--- src/rtl/reg_file_issue.sv ---
// reg_file_issue: sixteen-entry architectural register file with a single
// writeback port, a busy-bit scoreboard and a registered operand-issue stage.
// Optional feature macro: REG_ZERO_HARDWIRED_EN (register 0 hardwired to zero,
// writebacks to it dropped, never marked busy, never bypassed).
module reg_file_issue #(
  parameter int WIDTH = 16
) (
  input  logic                  clk,
  input  logic                  rst_n,
  input  logic                  wb_en,
  input  logic [3:0]            wb_addr,
  input  logic [WIDTH-1:0]      wb_data,
  input  logic                  iss_valid,
  output logic                  iss_ready,
  input  logic [3:0]            iss_rs1,
  input  logic [3:0]            iss_rs2,
  input  logic [3:0]            iss_rd,
  input  logic                  iss_rd_en,
  output logic                  op_valid,
  input  logic                  op_ready,
  output logic [WIDTH-1:0]      op_a,
  output logic [WIDTH-1:0]      op_b,
  output logic [3:0]            op_rd,
  output logic                  op_rd_en,
  output logic [16*WIDTH-1:0]   regs_flat,
  output logic [15:0]           busy
);

  logic [WIDTH-1:0] regs_q [16];
  logic [WIDTH-1:0] regs_d [16];
  logic [15:0]      busy_q, busy_d;
  logic             op_valid_q, op_valid_d;
  logic [WIDTH-1:0] op_a_q, op_a_d;
  logic [WIDTH-1:0] op_b_q, op_b_d;
  logic [3:0]       op_rd_q, op_rd_d;
  logic             op_rd_en_q, op_rd_en_d;

  logic             wb_eff;
  logic             rd_track;
  logic [15:0]      wb_onehot;
  logic [15:0]      eff_busy;
  logic             hazard;
  logic             stage_free;
  logic             accept;
  logic [WIDTH-1:0] src_a, src_b;

`ifdef REG_ZERO_HARDWIRED_EN
  assign wb_eff   = wb_en && (wb_addr != 4'd0);
  assign rd_track = iss_rd_en && (iss_rd != 4'd0);
`else
  assign wb_eff   = wb_en;
  assign rd_track = iss_rd_en;
`endif

  // A writeback landing this cycle already resolves its register's hazard.
  assign wb_onehot  = wb_eff ? (16'h0001 << wb_addr) : 16'h0000;
  assign eff_busy   = busy_q & ~wb_onehot;
  assign hazard     = eff_busy[iss_rs1] || eff_busy[iss_rs2] ||
                      (iss_rd_en && eff_busy[iss_rd]);
  assign stage_free = !op_valid_q || op_ready;
  assign iss_ready  = stage_free && !hazard;
  assign accept     = iss_valid && iss_ready;

  // Source operand selection with same-cycle writeback bypass.
  always_comb begin
    src_a = regs_q[iss_rs1];
    src_b = regs_q[iss_rs2];
    if (wb_eff && (wb_addr == iss_rs1)) src_a = wb_data;
    if (wb_eff && (wb_addr == iss_rs2)) src_b = wb_data;
`ifdef REG_ZERO_HARDWIRED_EN
    if (iss_rs1 == 4'd0) src_a = '0;
    if (iss_rs2 == 4'd0) src_b = '0;
`endif
  end

  // Flat view of the register array for the downstream read muxes.
  always_comb begin
    regs_flat = '0;
    for (int i = 0; i < 16; i++) begin
      regs_flat[i*WIDTH +: WIDTH] = regs_q[i];
    end
  end

  // Next-state for the array, the scoreboard and the operand stage; an issue
  // setting busy overrides a writeback clearing the same bit.
  always_comb begin
    for (int i = 0; i < 16; i++) begin
      regs_d[i] = regs_q[i];
    end
    busy_d     = busy_q & ~wb_onehot;
    op_valid_d = op_valid_q;
    op_a_d     = op_a_q;
    op_b_d     = op_b_q;
    op_rd_d    = op_rd_q;
    op_rd_en_d = op_rd_en_q;

    if (wb_eff) regs_d[wb_addr] = wb_data;

    if (accept) begin
      op_valid_d = 1'b1;
      op_a_d     = src_a;
      op_b_d     = src_b;
      op_rd_d    = iss_rd;
      op_rd_en_d = iss_rd_en;
      if (rd_track) busy_d[iss_rd] = 1'b1;
    end else if (op_ready) begin
      op_valid_d = 1'b0;
    end
  end

  // State registers, cleared immediately on reset assertion.
  always_ff @(posedge clk or negedge rst_n) begin
    if (!rst_n) begin
      for (int i = 0; i < 16; i++) begin
        regs_q[i] <= '0;
      end
      busy_q     <= '0;
      op_valid_q <= 1'b0;
      op_a_q     <= '0;
      op_b_q     <= '0;
      op_rd_q    <= '0;
      op_rd_en_q <= 1'b0;
    end else begin
      for (int i = 0; i < 16; i++) begin
        regs_q[i] <= regs_d[i];
      end
      busy_q     <= busy_d;
      op_valid_q <= op_valid_d;
      op_a_q     <= op_a_d;
      op_b_q     <= op_b_d;
      op_rd_q    <= op_rd_d;
      op_rd_en_q <= op_rd_en_d;
    end
  end

  assign busy     = busy_q;
  assign op_valid = op_valid_q;
  assign op_a     = op_a_q;
  assign op_b     = op_b_q;
  assign op_rd    = op_rd_q;
  assign op_rd_en = op_rd_en_q;

endmodule

--- config.mk ---
export PLATFORM = sky130hd
export DESIGN_NAME = reg_file_issue
export DESIGN_NICKNAME = d
export VERILOG_FILES = /design/src/rtl/reg_file_issue.sv
export SDC_FILE = /design/constraint.sdc
export NUM_CORES = 1
export LEC_CHECK = 0
export ABC_CLOCK_PERIOD_IN_PS = 3200
export CAP_MARGIN = 10
export CORE_UTILIZATION = 52
export CTS_CLUSTER_SIZE = 8
export DETAILED_ROUTE_END_ITERATION = 8
export PLACE_DENSITY_LB_ADDON = 0.05
export SLEW_MARGIN = 15
export SYNTH_ARGS = -nofsm -noshare
export SYNTH_HDL_FRONTEND = slang
export SYNTH_SLANG_ARGS = --single-unit
--- constraint.sdc ---
create_clock -name clk -period 3.2 [get_ports clk]
set_clock_uncertainty 0.05 [all_clocks]
set_input_delay 0.64 -clock clk [delete_from_list [all_inputs] [get_ports clk]]
set_output_delay 0.64 -clock clk [all_outputs]
set_load 0.005 [all_outputs]
After elaboration in Yosys (flattened, before gate mapping). Index checks and enable logic that the tools add are counted.

Mux-type cells: 24. Order comparisons: 8. Equality and inequality tests: 2. Shift-type cells: 1. Reduce and logical (&&, ||, !) cells: 13. Bitwise logic cells: 6.

Operators with widths (number): $bwmux 256 (1); $mux 16 (10); $bmux 16 s4 (2); $demux 16 s4 (1); $and 16x16->16 (1); $not 16->16 (1); $or 16x16->16 (1); $shl 1x4->16 const A (1); $ge 5x5->1 const B (3); $lt 4x5->1 const B (3); $not 4->5 (3); $bmux 1 s4 (3); $eq 4x4->1 (2); $logic_and 1x1->1 (7); $mux 1 (6); $lt 5x1->1 const B (1); $demux 1 s4 (1); $ge 4x1->1 const B (1); $logic_or 1x1->1 (3); $logic_not 1->1 (2); $reduce_bool 2->1 (1).

Logic and storage cells: 76. Bits in registers: 310. Output and inout port bits: 311.

Longest topological paths before layout. Gate-level depths: netlist of run 1.

Word-level depth: 12. Mapped depth: 11.

Worst setup path after synthesis of run 1. No wires, ideal clock.

Path type: input-to-reg. Start: in iss_rs1[0]. End: reg op_a_q[10] (netlist: op_a[10]). Setup slack: 97 ps. Stages: 8. Data arrival time: 2928 ps. Required time: 3025 ps. Library setup time: 125 ps. Path through: buf_2 -> buf_2 -> buf_2 -> xor2_1 -> nor4_2 -> buf_2 -> mux2_2 -> mux2_4.

Cells in the longest elaborated chain, start to end: 7.

RTL lines: from (decl) (RTL line 15) `input logic [3:0] iss_rs1,`; $bmux 1 s4 (RTL line 58) `assign hazard = eff_busy[iss_rs1] || eff_busy[iss_rs2] ||`; $mux 1 (not written as such) (RTL line 58); $logic_or 1x1->1 (2 in series) (RTL line 58); $logic_not 1->1 (RTL line 61) `assign iss_ready = stage_free && !hazard;`; $logic_and 1x1->1 (RTL line 61); $logic_and 1x1->1 (RTL line 62) `assign accept = iss_valid && iss_ready;`; to (signal assigned) (RTL line 129) `op_a_q <= op_a_d;`; to (decl) (RTL line 33) `logic [WIDTH-1:0] op_a_q, op_a_d;`.

Several ways; a longest one is shown, not always the timed one. The select of a mux whose other input is x is not followed. A chain may end at the register's enable or synchronous reset.

Final worst setup path of run 1.
Start: in iss_rd[1]. End: out iss_ready.

Cells in the longest elaborated chain, start to end: 6.

RTL lines: from (decl) (RTL line 17) `input logic [3:0] iss_rd,`; $bmux 1 s4 (RTL line 59) `(iss_rd_en && eff_busy[iss_rd]);`; $mux 1 (not written as such) (RTL line 59); $logic_and 1x1->1 (RTL line 59); $logic_or 1x1->1 (RTL line 58); $logic_not 1->1 (RTL line 61); $logic_and 1x1->1 (RTL line 61); to (decl) (RTL line 14) `output logic iss_ready,`.

Every way passes these cells. The select of a mux whose other input is x is not followed.

==> results of run 1 <==
[cells in the mapped netlist, types with 4 or more instances]
| master | number | area, µm² |
|---|---|---|
| mux2i_1 | 8 | 80.1 |
| dfrtp_1 | 310 | 7760 |
| buf_1 | 9 | 33.8 |
| o21ai_1 | 8 | 40.0 |
| mux4_2 | 162 | 3650 |
| mux2_2 | 295 | 3320 |
| buf_2 | 24 | 120 |
| or2_2 | 4 | 25.0 |
| nor2_1 | 17 | 63.8 |
| o2111ai_1 | 7 | 61.3 |
| buf_4 | 4 | 30.0 |
| nand2b_1 | 9 | 56.3 |
| nand2_1 | 27 | 101 |
| o21ai_0 | 25 | 125 |
| mux2_4 | 30 | 450 |
| clkbuf_1 | 55 | 206 |
| xor2_1 | 6 | 52.6 |
| o211ai_1 | 9 | 67.6 |
[where the power goes]
group          leakage, nW  switching [mW]  internal, mW  total, mW
registers             3.82            1.09          4.95       6.04
clock network        0.572            1.63          2.48       4.11
logic                 4.93            1.66          3.74       5.39
[cells by family (layout without fill, tap and decap cells)]
logic type,Yosys count,after routing,synth area share (%)
muxes,496,496,45.1
DFF,310,310,46.5
buffers and inverters,101,534,2.97
AOI/OAI and AO/OA,62,62,2.42
xor gates and xnor gates,8,8,0.420
and+or+nand+nor,79,79,2.61
[sequential cells by signal (all words and copies together) (netlist names)]
| register | cells |
|---|---|
| op_a | 16 |
| op_b | 16 |
| busy | 16 |
| op_rd | 4 |
| regs_flat | 256 |
| op_rd_en | 1 |
| op_valid | 1 |
[routing by layer]
metal / GRT usage [%] / up-vias / routed length [µm]
met4: 12.0 / 0 / 1920
met2: 52.6 / 605 / 25600
met1: 45.7 / 6239 / 21700
met5: 0 / - / 0
li1: - / 4961 / -
met3: 9.53 / 119 / 5040
[timing repair]
action	4_1_cts	5_1_grt
pin swaps	8	10
setup buffers	7	4
cloned	0	0
endpoints found under the setup margin	1	1
gates resized for setup	46	16
[through the flow]
step           area, µm²  instances  setup WS [ns]
2_1_floorplan      16700       1056         0.0973
3_3_place_gp       21400       1835         -0.659
3_5_place_dp       21400       1835         -0.740
4_1_cts            22700       1889         0.0428
5_1_grt            22700       1891        -0.0290
6_report           22700       1891         0.0395
[worst max-delay path, cell delays in order]
cell             delay [ns]
clkdlybuf4s50_1        0.61
buf_4                  0.22
mux2i_1                0.10
o311a_1                0.31
a31oi_2                0.20
and4_1                 0.25
buf_2                  0.13
[cells in the final DEF (no fill, tap or decap), types with 7 or more instances in the layout]
master	n
clkdlybuf4s50_1	334
dfrtp_1	310
mux2_2	295
mux4_2	162
buf_4	117
clkbuf_16	45
mux2_4	30
nand2_1	26
buf_12	19
o21ai_0	16
o21ai_2	9
o211ai_1	9
mux2i_1	8
buf_2	8
o21ai_1	7
nor2_1	7
nand2b_1	7
[final timing paths]
kind / from / endpoint / slack (ns) / depth (start not counted)
max in group asynchronous: rst_n / regs_flat[248] / 2.19 / 2
min in group clk: op_rd[2] / op_rd[2] / 0.44 / 1
setup / recovery: iss_rd[1] / iss_ready / 0.04 / 7
setup reg to reg: busy[15] / op_a[15] / 0.55 / 11
hold / removal: rst_n / op_rd_en / 0.06 / 1
hold reg to reg: op_rd[2] / op_rd[2] / 0.44 / 1
[cell type report]
type,instances,area share [%]
clock buffers,46,5.01
clock inverters,1,0.0880
inverters,3,0.0495
multi-input cells,645,37.8
flip-flops and latches,310,34.1
well taps,402,2.21
repair buffers,484,20.7
==> results.md, run 1 <==
* Setup_tns at 0 ns
* P&R area growth vs syn at 36.4%
* Sequential fraction of the synthesis area at between 40% and 50%
* Outcome: finished, final reports clean
* Layout Utilization at just over 70%
* Worst hold path class: primary input to asynchronous set/reset pin
* Mapped Area at between 15,000 and 20,000 µm²
* Grt ovf at 0
* Die Y at ~180 µm
* DR vias at 11,900
* Post-synth cell types at 50
* Synth Register Bits at 310
* CP Launch Type: primary input
* Syn Area/Cell at about 16 µm²
* CTS H-tree depth at 2
* Least-Margin Pin Slew at roughly 0.76 ns
* FF+latch area at between 7000 and 8000 µm²
* Post-synth EDFFs at 0
* Syn Nets at 1,094
* Initial drt markers at about 1,000
* Die width at approximately 180 µm
* CTS buffer count at 44
* PortBufs at approximately 350
* Antenna Cells at 0
* Routed WL per cell at about 29 µm
* Final hold violation count at 0
* Fillcell total at 2,105
* VDD IR max at between 400 and 500 µV
* Cells after Synth at 1,056
* Fin. max-slew vios at 0
* CTS tree: yes
* Core area at roughly 32,000 µm²
* Critical path class: primary input to primary output
* Yosys warns at 0
* Clk slew on worst S/H paths at ~0.05 ns
* Vias in the first global route at roughly 12,000
* Starting density of the core at about 53%
* FFs w/ async S/R, synth at 100%
* Pwr Total at 15.6 mW
* Fmax at between 0.3 and 0.4 GHz
* Share of layout cells above drive strength 1 at 48.7%
* # IOs at around 350
* Final period utilization at 98.8%
* Pre-antenna DRT Iters at 5
* Required @ worst endpoint at about 2.5 ns
* Clk Latency, worst-skew pair at 0.54 ns
* Antenna viol nets, final at 0
* Final #Nets at approximately 1,500
* Initial antenna violation count at 0
* Clock buffer depth at 3
* HPWL after DPL at 37.2 mm
* CTS sink count at between 300 and 400
* PwrDens at approximately 680 nW/µm²
* Final setup vio count at 0
* Crit path max fanout at 6
* Total track usage at roughly 34%
* CTS Hold Bufs at 0
* CP Capture Type: primary output
* Minimum clock period at 3.16 ns
* Worst hold slack at ~0.063 ns
* Synth Flop Type: dfrtp_1
* Residual DRC at 0
* Row count at 65
* Max cap viols at 0
* Clk root buf: clkbuf_16
* Largest net degree at the start of global routing at slightly below 80
* Vias per cell at between 6 and 7
* Footprint of the multi-input gates at 8590 µm²
* Lkg Pwr at 9.32 nW
* Arrival @ worst endpoint at approximately 2.5 ns
* Total routed wirelength at ~54 mm
* First-pass GRT wire length at a little over 80 mm
* Full die area at between 30,000 and 40,000 µm²
* Slew headroom at around half
* Final RePlAce weighted congestion at 0.857
Note: power is estimated with default switching activity, not from simulation.
==> inputs of run 2 (changes only) <==
--- a/config.mk
+++ b/config.mk
@@ -5,9 +5,9 @@
 export SDC_FILE = /design/constraint.sdc
 export NUM_CORES = 1
 export LEC_CHECK = 0
-export ABC_CLOCK_PERIOD_IN_PS = 3200
+export ABC_CLOCK_PERIOD_IN_PS = 2910
 export CAP_MARGIN = 10
-export CORE_UTILIZATION = 52
+export CORE_UTILIZATION = 40
 export CTS_CLUSTER_SIZE = 8
 export DETAILED_ROUTE_END_ITERATION = 8
 export PLACE_DENSITY_LB_ADDON = 0.05
@@ -15,3 +15,4 @@
 export SYNTH_ARGS = -nofsm -noshare
 export SYNTH_HDL_FRONTEND = slang
 export SYNTH_SLANG_ARGS = --single-unit
+export TNS_END_PERCENT = 1
==> constraint.sdc (replaced) <==
create_clock -name clk -period 2.91 [get_ports clk]
set_clock_uncertainty 0.05 [all_clocks]
set_input_delay 0.582 -clock clk [delete_from_list [all_inputs] [get_ports clk]]
set_output_delay 0.582 -clock clk [all_outputs]
set_load 0.005 [all_outputs]
==> results.md, run 2 (synthesized netlist as in run 1, its figures left out) <==
* Starting density of the core at 40.7% (-12 points)
* CP Capture Type: primary output
* Worst hold path class: primary input to flop
* Vias per cell at 5.83 (-7.6%)
* Initial antenna violation count at 0 (unchanged)
* Fmax at ~0.34 GHz
* Most frequent CP cell: buf_6
* Max cap viols at 0 (unchanged)
* Critical path's slowest cell: or4_4
* Clock buffer depth at 3 (unchanged)
* Arrival @ worst endpoint at 2.32 ns (-0.15 ns)
* Clk root buf: clkbuf_16
* First-pass GRT wire length at 88.1 mm (+8.0%)
* Max reg flops at 256 (unchanged)
* RSZ-0062 raised after global routing: yes
* Crit path max fanout at 4 (-2)
* Final period utilization at 101%
* Pwr Total at 17.3 mW (+11%)
* Routed WL per cell at 29.4 µm (+2.7%)
* Slew headroom at 49.4% (-0.18 points)
* CTS sink count at 310 (unchanged)
* Clk slew on worst S/H paths at 0.05 ns (about the same)
* HPWL after DPL at 42.5 mm (+14%)
* DR vias at 11,900 (-0.29%)
* Critical path's largest stage delay at 0.51 ns (-0.10 ns)
* Vias in the first global route at 12,400 (-0.79%)
* PwrDens at 747 nW/µm² (+9.3%)
* Commonest non-fill, non-tap cell in the layout: clkdlybuf4s50_1
* # IOs at 349 (unchanged)
* Required @ worst endpoint at 2.28 ns (-0.23 ns)
* Final #Nets at 1,544 (+1.2%)
* Die Y at 206 µm (+14%)
* Buffers & Inverters on Critical Path at 4 (+1)
* Most frequent cells in the layout: clkdlybuf4s50_1, dfrtp_1, mux2_2
* VDD IR max at 484 µV (-3.1%)
* Final hold violation count at 0 (unchanged)
* CTS H-tree depth at 2 (unchanged)
* Core area at 41,000 µm² (+30%)
* CP Cell Sequence: buf_6 -> buf_6 -> buf_6 -> nand3b_4 -> o21ai_2 -> mux2_4 -> and3_4 -> or4_4 -> and4_1 -> buf_2
* CTS tree: yes
* Share of layout cells above drive strength 1 at 49.0% (+0.35 points)
* Initial drt markers at 794 (-22%)
* Family with the most delay on the worst path: simple AND/OR/NAND/NOR gates
* Final RePlAce weighted congestion at 0.884 (+3.1%)
* Critical path class: primary input to primary output
* CTS buffer count at 44 (unchanged)
* Antenna viol nets, final at 0 (unchanged)
* P&R area growth vs syn at 38.8%
* Failing checks: DRC, setup timing
* Outcome: finished with violations
* CP Launch Type: primary input
* Grt ovf at 0 (unchanged)
* Largest net degree at the start of global routing at 76 (-3.8%)
* Total routed wirelength at 60.1 mm (+11%)
* Final worst slack at -0.0409 ns (-0.0804 ns)
* PortBufs at 348 (unchanged)
* Total track usage at 28.9% (-4.8 points)
* Row count at 74 (+14%)
* Full die area at 42,500 µm² (+30%)
* Post-place setup slack at -0.895 ns (-0.155 ns)
* Residual DRC at 33 (+33)
* Pre-antenna DRT Iters at 7 (+2)
* Minimum clock period at around 3.0 ns
* Final setup vio count at 1 (+1)
* Fin. max-slew vios at 0 (unchanged)
* Die width at 206 µm (+14%)
* Least-Margin Pin Slew at 0.759 ns (+0.00276 ns)
* Setup_tns at -0.0409 ns (-0.0409 ns)
* Lkg Pwr at 9.47 nW (+1.6%)
* Antenna Cells at 0 (unchanged)
* Clk Latency, worst-skew pair at 0.56 ns (+0.02 ns)
run 2: final timing paths:
kind	start	end	slack (ns)	cells after the start
min reg2reg	op_rd[2]	op_rd[2]	0.45	1
max	wb_en	iss_ready	-0.04	10
min	iss_rd[3]	op_rd[3]	0.36	2
max reg2reg	busy[11]	op_a[15]	0.48	8
max in group asynchronous	rst_n	regs_flat[180]	1.40	3
min in group asynchronous	rst_n	op_rd[3]	0.54	2
run 2: power by group:
group	switching [mW]	internal, mW
Sequential	1.26	5.45
Combinational	1.83	4.14
Clock	1.86	2.76
run 2: what timing repair did:
action                                  CTS  global route
endpoints found under the setup margin   42             1
endpoints found under the hold margin    18             0
hold buffers                              1             0
resized for setup                        43            13
setup buffers                             7             2
pin swaps                                 6             6
gates cloned                              0             0
run 2: area by class of cell:
class                      instances  area (µm²)
fill                            3421       17900
multi-input combinational        645        8580
sequential                       310        7760
timing repair buffer             502        4960
clock buffer                      48        1160
tap                              532         666
clock inverter                     1        16.3
inverter                           3        11.3
run 2: routing by layer:
layer  track usage (%)  wire [µm]  vias to the layer above
li1                  -          -                     5023
met1              39.8      25800                     6392
met2              46.5      29300                      402
met3              6.67       3780                       72
met4              6.64       1170                        0
met5                 0          0                        -
run 2: through the flow:
stage               util [%]  area, µm²  hold slack [ns]  std cells
floorplan                  -      16700            0.236       1056
global placement        53.2      21800            0.424       1982
detailed placement      53.2      21800            0.439       1982
CTS                     56.3      23100            0.411       2039
global route            56.4      23100            0.378       2041
finish                  56.4      23100            0.363       2041
